`src/rtl/operand_fetch_seq.sv`:
```
// Sequences up to two operand reads through the single regfile read port, with write bypass and snoop coherence.
// Latency: op_valid 1 + (number of used operands) cycles after request acceptance.
// Backpressure: req_ready only in IDLE; operands held (and kept coherent) in HOLD until op_ready.
`ifndef DATA_WIDTH
`define DATA_WIDTH 32
`endif
`ifndef NUM_REG
`define NUM_REG 16
`endif

module operand_fetch_seq #(
    parameter int DATA_WIDTH = `DATA_WIDTH,
    parameter int NUM_REG    = `NUM_REG,
    localparam int AW        = $clog2(NUM_REG)
) (
    input  logic                  clk,
    input  logic                  rst,
    input  logic                  req_valid,
    output logic                  req_ready,
    input  logic [AW-1:0]         req_src_a,
    input  logic [AW-1:0]         req_src_b,
    input  logic                  req_use_a,
    input  logic                  req_use_b,
    output logic                  rd_enable,
    output logic [AW-1:0]         rd_addr,
    input  logic [DATA_WIDTH-1:0] rd_data,
    input  logic                  wr_enable,
    input  logic [AW-1:0]         wr_addr,
    input  logic [DATA_WIDTH-1:0] wr_data,
    output logic                  op_valid,
    input  logic                  op_ready,
    output logic [DATA_WIDTH-1:0] op_a,
    output logic [DATA_WIDTH-1:0] op_b
);

    typedef enum logic [1:0] {
        IDLE   = 2'd0,
        READ_A = 2'd1,
        READ_B = 2'd2,
        HOLD   = 2'd3
    } state_t;

    state_t                r_state;
    state_t                w_next_state;
    logic [AW-1:0]         r_src_a;
    logic [AW-1:0]         r_src_b;
    logic                  r_use_a;
    logic                  r_use_b;
    logic [DATA_WIDTH-1:0] r_op_a;
    logic [DATA_WIDTH-1:0] r_op_b;

    // A write hitting a latched source register: bypass during its read, snoop afterwards.
    logic w_hit_a;
    logic w_hit_b;
    assign w_hit_a = wr_enable && (wr_addr == r_src_a);
    assign w_hit_b = wr_enable && (wr_addr == r_src_b);

    // Outputs decode only state and latched fields.
    assign req_ready = (r_state == IDLE);
    assign op_valid  = (r_state == HOLD);
    assign rd_enable = (r_state == READ_A) || (r_state == READ_B);
    assign rd_addr   = (r_state == READ_A) ? r_src_a :
                       (r_state == READ_B) ? r_src_b : '0;
    assign op_a      = r_op_a;
    assign op_b      = r_op_b;

    // State register.
    always_ff @(posedge clk or posedge rst) begin
        if (rst) r_state <= IDLE;
        else     r_state <= w_next_state;
    end

    // Next-state: skip read cycles for operands that are not needed.
    always_comb begin
        w_next_state = r_state;
        case (r_state)
            IDLE: begin
                if (req_valid) begin
                    if (req_use_a)      w_next_state = READ_A;
                    else if (req_use_b) w_next_state = READ_B;
                    else                w_next_state = HOLD;
                end
            end
            READ_A:  w_next_state = r_use_b ? READ_B : HOLD;
            READ_B:  w_next_state = HOLD;
            HOLD:    if (op_ready) w_next_state = IDLE;
            default: w_next_state = IDLE;
        endcase
    end

    // Request latch, operand capture with bypass, and coherence snoop of captured operands.
    always_ff @(posedge clk or posedge rst) begin
        if (rst) begin
            r_src_a <= '0;
            r_src_b <= '0;
            r_use_a <= 1'b0;
            r_use_b <= 1'b0;
            r_op_a  <= '0;
            r_op_b  <= '0;
        end else begin
            case (r_state)
                IDLE: begin
                    if (req_valid) begin
                        r_src_a <= req_src_a;
                        r_src_b <= req_src_b;
                        r_use_a <= req_use_a;
                        r_use_b <= req_use_b;
                        r_op_a  <= '0;
                        r_op_b  <= '0;
                    end
                end
                READ_A: begin
                    r_op_a <= w_hit_a ? wr_data : rd_data;
                end
                READ_B: begin
                    r_op_b <= w_hit_b ? wr_data : rd_data;
                    if (w_hit_a && r_use_a) r_op_a <= wr_data;
                end
                HOLD: begin
                    if (w_hit_a && r_use_a) r_op_a <= wr_data;
                    if (w_hit_b && r_use_b) r_op_b <= wr_data;
                end
                default: ;
            endcase
        end
    end

endmodule

```
`config.mk`:
```
export PLATFORM = sky130hd
export DESIGN_NAME = operand_fetch_seq
export DESIGN_NICKNAME = d
export VERILOG_FILES = /design/src/rtl/operand_fetch_seq.sv
export SDC_FILE = /design/constraint.sdc
export NUM_CORES = 1
export LEC_CHECK = 0
export ABC_CLOCK_PERIOD_IN_PS = 5100
export CAP_MARGIN = 10
export CORE_MARGIN = 2
export CORE_UTILIZATION = 48
export DETAILED_ROUTE_END_ITERATION = 8
export GPL_TIMING_DRIVEN = 0
export PLACE_DENSITY = 0.87
export SLEW_MARGIN = 25
export SYNTH_ARGS = -nofsm -noshare
export SYNTH_HDL_FRONTEND = slang
export SYNTH_SLANG_ARGS = --single-unit
```
`constraint.sdc`:
```
create_clock -name clk -period 5.1 [get_ports clk]
set_input_delay 1.02 -clock clk [delete_from_list [all_inputs] [get_ports clk]]
set_output_delay 1.02 -clock clk [all_outputs]
set_load 0.02 [all_outputs]
```
* After elaboration in Yosys (flattened, before gate mapping)
Cells that the tools add are included.
** Storage, ports and cells
- Register bits :: 76
- Bits of input ports :: 83
- Word-level logic and storage cells :: 43
** Operators by class
- Eq/ne operators :: 9
- Multiplexer cells :: 15
- Reductions and logical operators :: 12
** Operators by type and width (number)
- 32-bit case mux with 3 select lines :: 2
- 32-bit two-way mux :: 5
- 4-bit == test :: 2
- 4-bit two-way mux :: 2
- 2-bit case mux with 4 select lines :: 1
- 2-bit two-way mux :: 3
- 2-bit by 1-bit != test with 1-bit output (second input constant) :: 3
- 2-bit AND reduction :: 3
- 2-bit == test (second input constant) :: 2
- 1-bit logical AND :: 4
- 3-bit AND reduction :: 1
- 3-bit nonzero test :: 1
- 2-bit by 1-bit == test with 1-bit output (second input constant) :: 1
- 2-bit zero test :: 1
- 1-bit two-way mux :: 2
- 2-bit != test (second input constant) :: 1
- 2-bit OR reduction :: 1
- 1-bit logical OR :: 1

* Depth between registers and ports, before layout
- Depth in word-level cells :: 5
- Mapped depth :: 9
- Gate-level depth less buffers :: 7

* Worst setup path before layout
Ideal clock, no wire load.
- Kind :: input port to flip-flop
- Start :: input wr_addr[2]
- End :: register r_op_b[0], in the netlist op_b[0]
- Setup time :: 126 ps
- Arrival :: 2407 ps
- Required time :: 4974 ps
- Path slack :: 2567 ps
- Cell stages on the path :: 7
- Path buffers :: 2
- Cells stage by stage :: xor2_1 > nor3_1 > and3_1 > buf_6 > buf_6 > mux2_4 > a221o_1
** On the way
- Word-level cells in the longest chain between the ends :: 5
- Elaborated cells on any way between the ends :: 7
- Those cells by class :: eq/ne (2); mux (2); reduce/logical (3)
** Ends and longest elaborated chain
- start, declared :: RTL line 28 : input logic [AW-1:0] wr_addr,
- 4-bit == test * :: RTL line 56 : assign w_hit_b = wr_enable && (wr_addr == r_src_b);
- 1-bit logical AND * :: RTL line 56
- 1-bit logical AND :: RTL line 121 : if (w_hit_b && r_use_b) r_op_b <= wr_data;
- 2-bit by 1-bit != test with 1-bit output (no source line)
- 3-bit AND reduction (no source line)
- end signal, assigned :: RTL line 116 : r_op_b <= w_hit_b ? wr_data : rd_data;
- end signal, assigned :: RTL line 121
- end, declared :: RTL line 50 : logic [DATA_WIDTH-1:0] r_op_b;
Mark *: on every way between the ends. The rest lies on a longest branch, timed or not.
A chain may end at the register's enable or synchronous reset.

* Worst setup path in the final report
- Start :: register r_state[1]
- End :: output rd_addr[0]
** On the way
- Word-level cells in the longest chain between the ends :: 3
- Elaborated cells on any way between the ends :: 4
- Those cells by class :: eq/ne (2); mux (2)
** Ends and longest elaborated chain
- start, declared :: RTL line 43 : state_t r_state;
- start signal, assigned :: RTL line 70 : else r_state <= w_next_state;
- 2-bit == test :: RTL line 63 : (r_state == READ_B) ? r_src_b : '0;
- 4-bit two-way mux :: RTL line 63
- 4-bit two-way mux * :: RTL line 62 : assign rd_addr = (r_state == READ_A) ? r_src_a :
- end, declared :: RTL line 25 : output logic [AW-1:0] rd_addr,
Marks and branches as above.

==> flow_metrics.tcl <==
set metrics [dict create \
    peakVddDrop_uv 374 \
    grt_pass1_wl_um 18200 \
    crit_type "flop to primary output" \
    max_stage_delay_ns 0.64 \
    relSlewSlack 0.531 \
    drive_gt1_frac 0.139 \
    grt_max_degree 51 \
    drt-initial-drc-count 284 \
    dp.final_hpwl_um 8410 \
    grt_antenna_before_repair 0 \
    cts_resized 0 \
    max_freq_ghz 0.310 \
    startpoint "r_state[1]" \
    yosys_warnings 0 \
    cp-end-kind "primary output" \
    cts_sinks 76 \
    critical_path.cell_chain "inv_1 > ha_1 > clkbuf_1 > nand2_1 > o21ai_0 > clkdlybuf4s50_1" \
    final_common_cell "clkdlybuf4s50_1" \
    wl_um 11500 \
    root_buffer "clkbuf_8" \
    fin_nets 618 \
    cp_top_family "buffers and inverters" \
    yosysSeqAreaShare 0.475 \
    synth_area_um2 4010 \
    worst_pin_slew_ns 0.704 \
    crit_path_start_kind "flop" \
    p_per_area_nw_per_um2 578 \
    hold_viol 0 \
    worst_setup_hold_path_clk_slew_ns 0.07 \
    cts_buffer_depth 2 \
    syn2layout_area_growth_pct 46.1 \
    rsz0062_at_grt "no" \
    die-height_um 95.4 \
    postCtsHoldBufs 0 \
    status "finished, violations left" \
    syn-num-nets 453 \
    post_cts_buffers 0 \
    critical_path_peak_fanout 10 \
    cap_violations 0 \
    slew_violations 0 \
    ios 154 \
    fin_crit_ns 3.23 \
    synth-seq-cells 76 \
    fin_tns_setup_ns 0 \
    total_power_mw 3.39 \
    hold_class "flop to flop" \
    drt-vias-per-instance 5.65 \
    cts_tree "built" \
    grt.total_usage 0.260 \
    initial_core_util 0.493 \
    arrival_ns 2.21 \
    ant_nets 0 \
    violations "design-rule violations" \
    rows 33 \
    vias 3609 \
    drc_errors 2 \
    die_w_um 95.4 \
    routabilityCongestion 0.791 \
    rr_startpoint "r_state[0]" \
    drt_pre_antenna_iters 9 \
    grt_pass1_vias 3704 \
    n_antenna_cell 0 \
    hold_slack_ns 0.512 \
    clock_skew_ns 0.00863 \
    clkLatencyLatePin_ns 0.34 \
    finalSetupViolations 0 \
    overflow 0 \
    core-area_um2 8130 \
    synth_cells 366 \
    cts_max_level 3 \
    die_area_um2 9100 \
    synth_cell_types 29 \
    power.leakage_nw 2.75 \
    min_period_over_period 0.633 \
    place.port_buffers 153 \
    numCtsBuffers 9 \
    hold_start "op_a[3]" \
    layout.cells.most_common_list "clkdlybuf4s50_1, dfrtp_1, nand2_1" \
    cp_num_buf_inv 3 \
    avgSynthCellArea_um2 10.9 \
    worst_ep_required_time_ns 4.08 \
    critPathSlowestCell "clkdlybuf4s50_1" \
    avgRoutedWirePerCell_um 18.0 \
]
layer usage:
metal	global-route usage	routed length (µm)	vias up
met3	0.0609	935	8
met4	0.0905	68	0
met2	0.444	5800	154
met1	0.324	4730	1782
met5	0	0	-
li1	-	-	1665
state kept, by name, indices dropped and copies added, names as in the netlist:
register	cells
op_b	32
r_use_a	1
r_src_a	4
op_a	32
r_src_b	4
r_state	2
r_use_b	1
Yosys cell counts:
master,count,area [µm²]
a31oi_1,2,12.5
a211oi_1,1,7.51
a32oi_1,1,8.76
nand2b_1,2,12.5
nor2_1,35,131
and2_1,2,12.5
o22ai_1,1,6.26
mux2i_1,1,10.0
a222oi_1,32,320
nand2_1,44,165
a221o_1,32,320
dfrtp_1,76,1900
and3_1,2,12.5
clkbuf_1,13,48.8
mux2_2,11,124
nand3b_1,1,7.51
inv_1,37,139
ha_1,4,50.1
buf_6,4,45.0
xor2_1,6,52.6
nor2b_1,2,12.5
a21oi_1,1,5.00
a41oi_1,1,8.76
nor3_1,3,15.0
xnor2_1,2,17.5
buf_2,13,65.1
mux2_4,30,450
o21ai_0,6,30.0
nor4b_2,1,15.0
final timing paths:
path	to	cells past startpoint	slack [ns]
worst max register to register	op_a[28]	8	2.46
min in group asynchronous	op_a[2]	2	1.01
worst min register to register	op_a[3]	2	0.51
worst max-delay path	rd_addr[0]	6	1.87
max in group asynchronous	op_b[26]	3	3.53
worst min-delay path	op_a[3]	2	0.51
logic make-up after synthesis:
family,count (synthesis),share of synthesized area
simple gates,92,0.0958
fa+ha+maj,4,0.0125
mux,42,0.146
compound gates,77,0.180
buf+inv,67,0.0743
xor+xnor,8,0.0175
flops,76,0.475
through the flow:
| step | std cells | worst slack, ns | instance area (µm²) | utilization |
|---|---|---|---|---|
| 2_1_floorplan | 366 | 2.14 | 4010 | - |
| 3_3_place_gp | 624 | 0.857 | 5670 | 0.697 |
| 3_5_place_dp | 625 | 1.83 | 5700 | 0.701 |
| 4_1_cts | 639 | 1.84 | 5860 | 0.720 |
| 5_1_grt | 639 | 1.65 | 5860 | 0.720 |
| 6_report | 639 | 1.87 | 5860 | 0.720 |
cell type report:
cell class,count,area [µm²]
Timing Repair Buffer,154,1560
Fill cell,593,2280
Buffer,30,159
Tap cell,105,131
Multi-Input combinational cell,223,1810
Clock buffer,11,141
Inverter,37,141
Clock inverter,3,15.0
Sequential cell,76,1900
worst register-to-register path, delay by kind of cell, from the launching register on:
family | cells | cell delay (ns)
AOI/OAI and AO/OA | 2 | 0.78
adders and majority gates | 1 | 0.34
buffers and inverters | 3 | 0.68
DFF | 1 | 0.41
and+or+nand+nor | 2 | 0.37
report_power, final:
group          switching, mW  internal [mW]
Clock                  0.211          0.183
Combinational           1.07          0.919
Sequential             0.154          0.847
Total                   1.44           1.95
No activity file was read; power rests on OpenSTA's default activity.
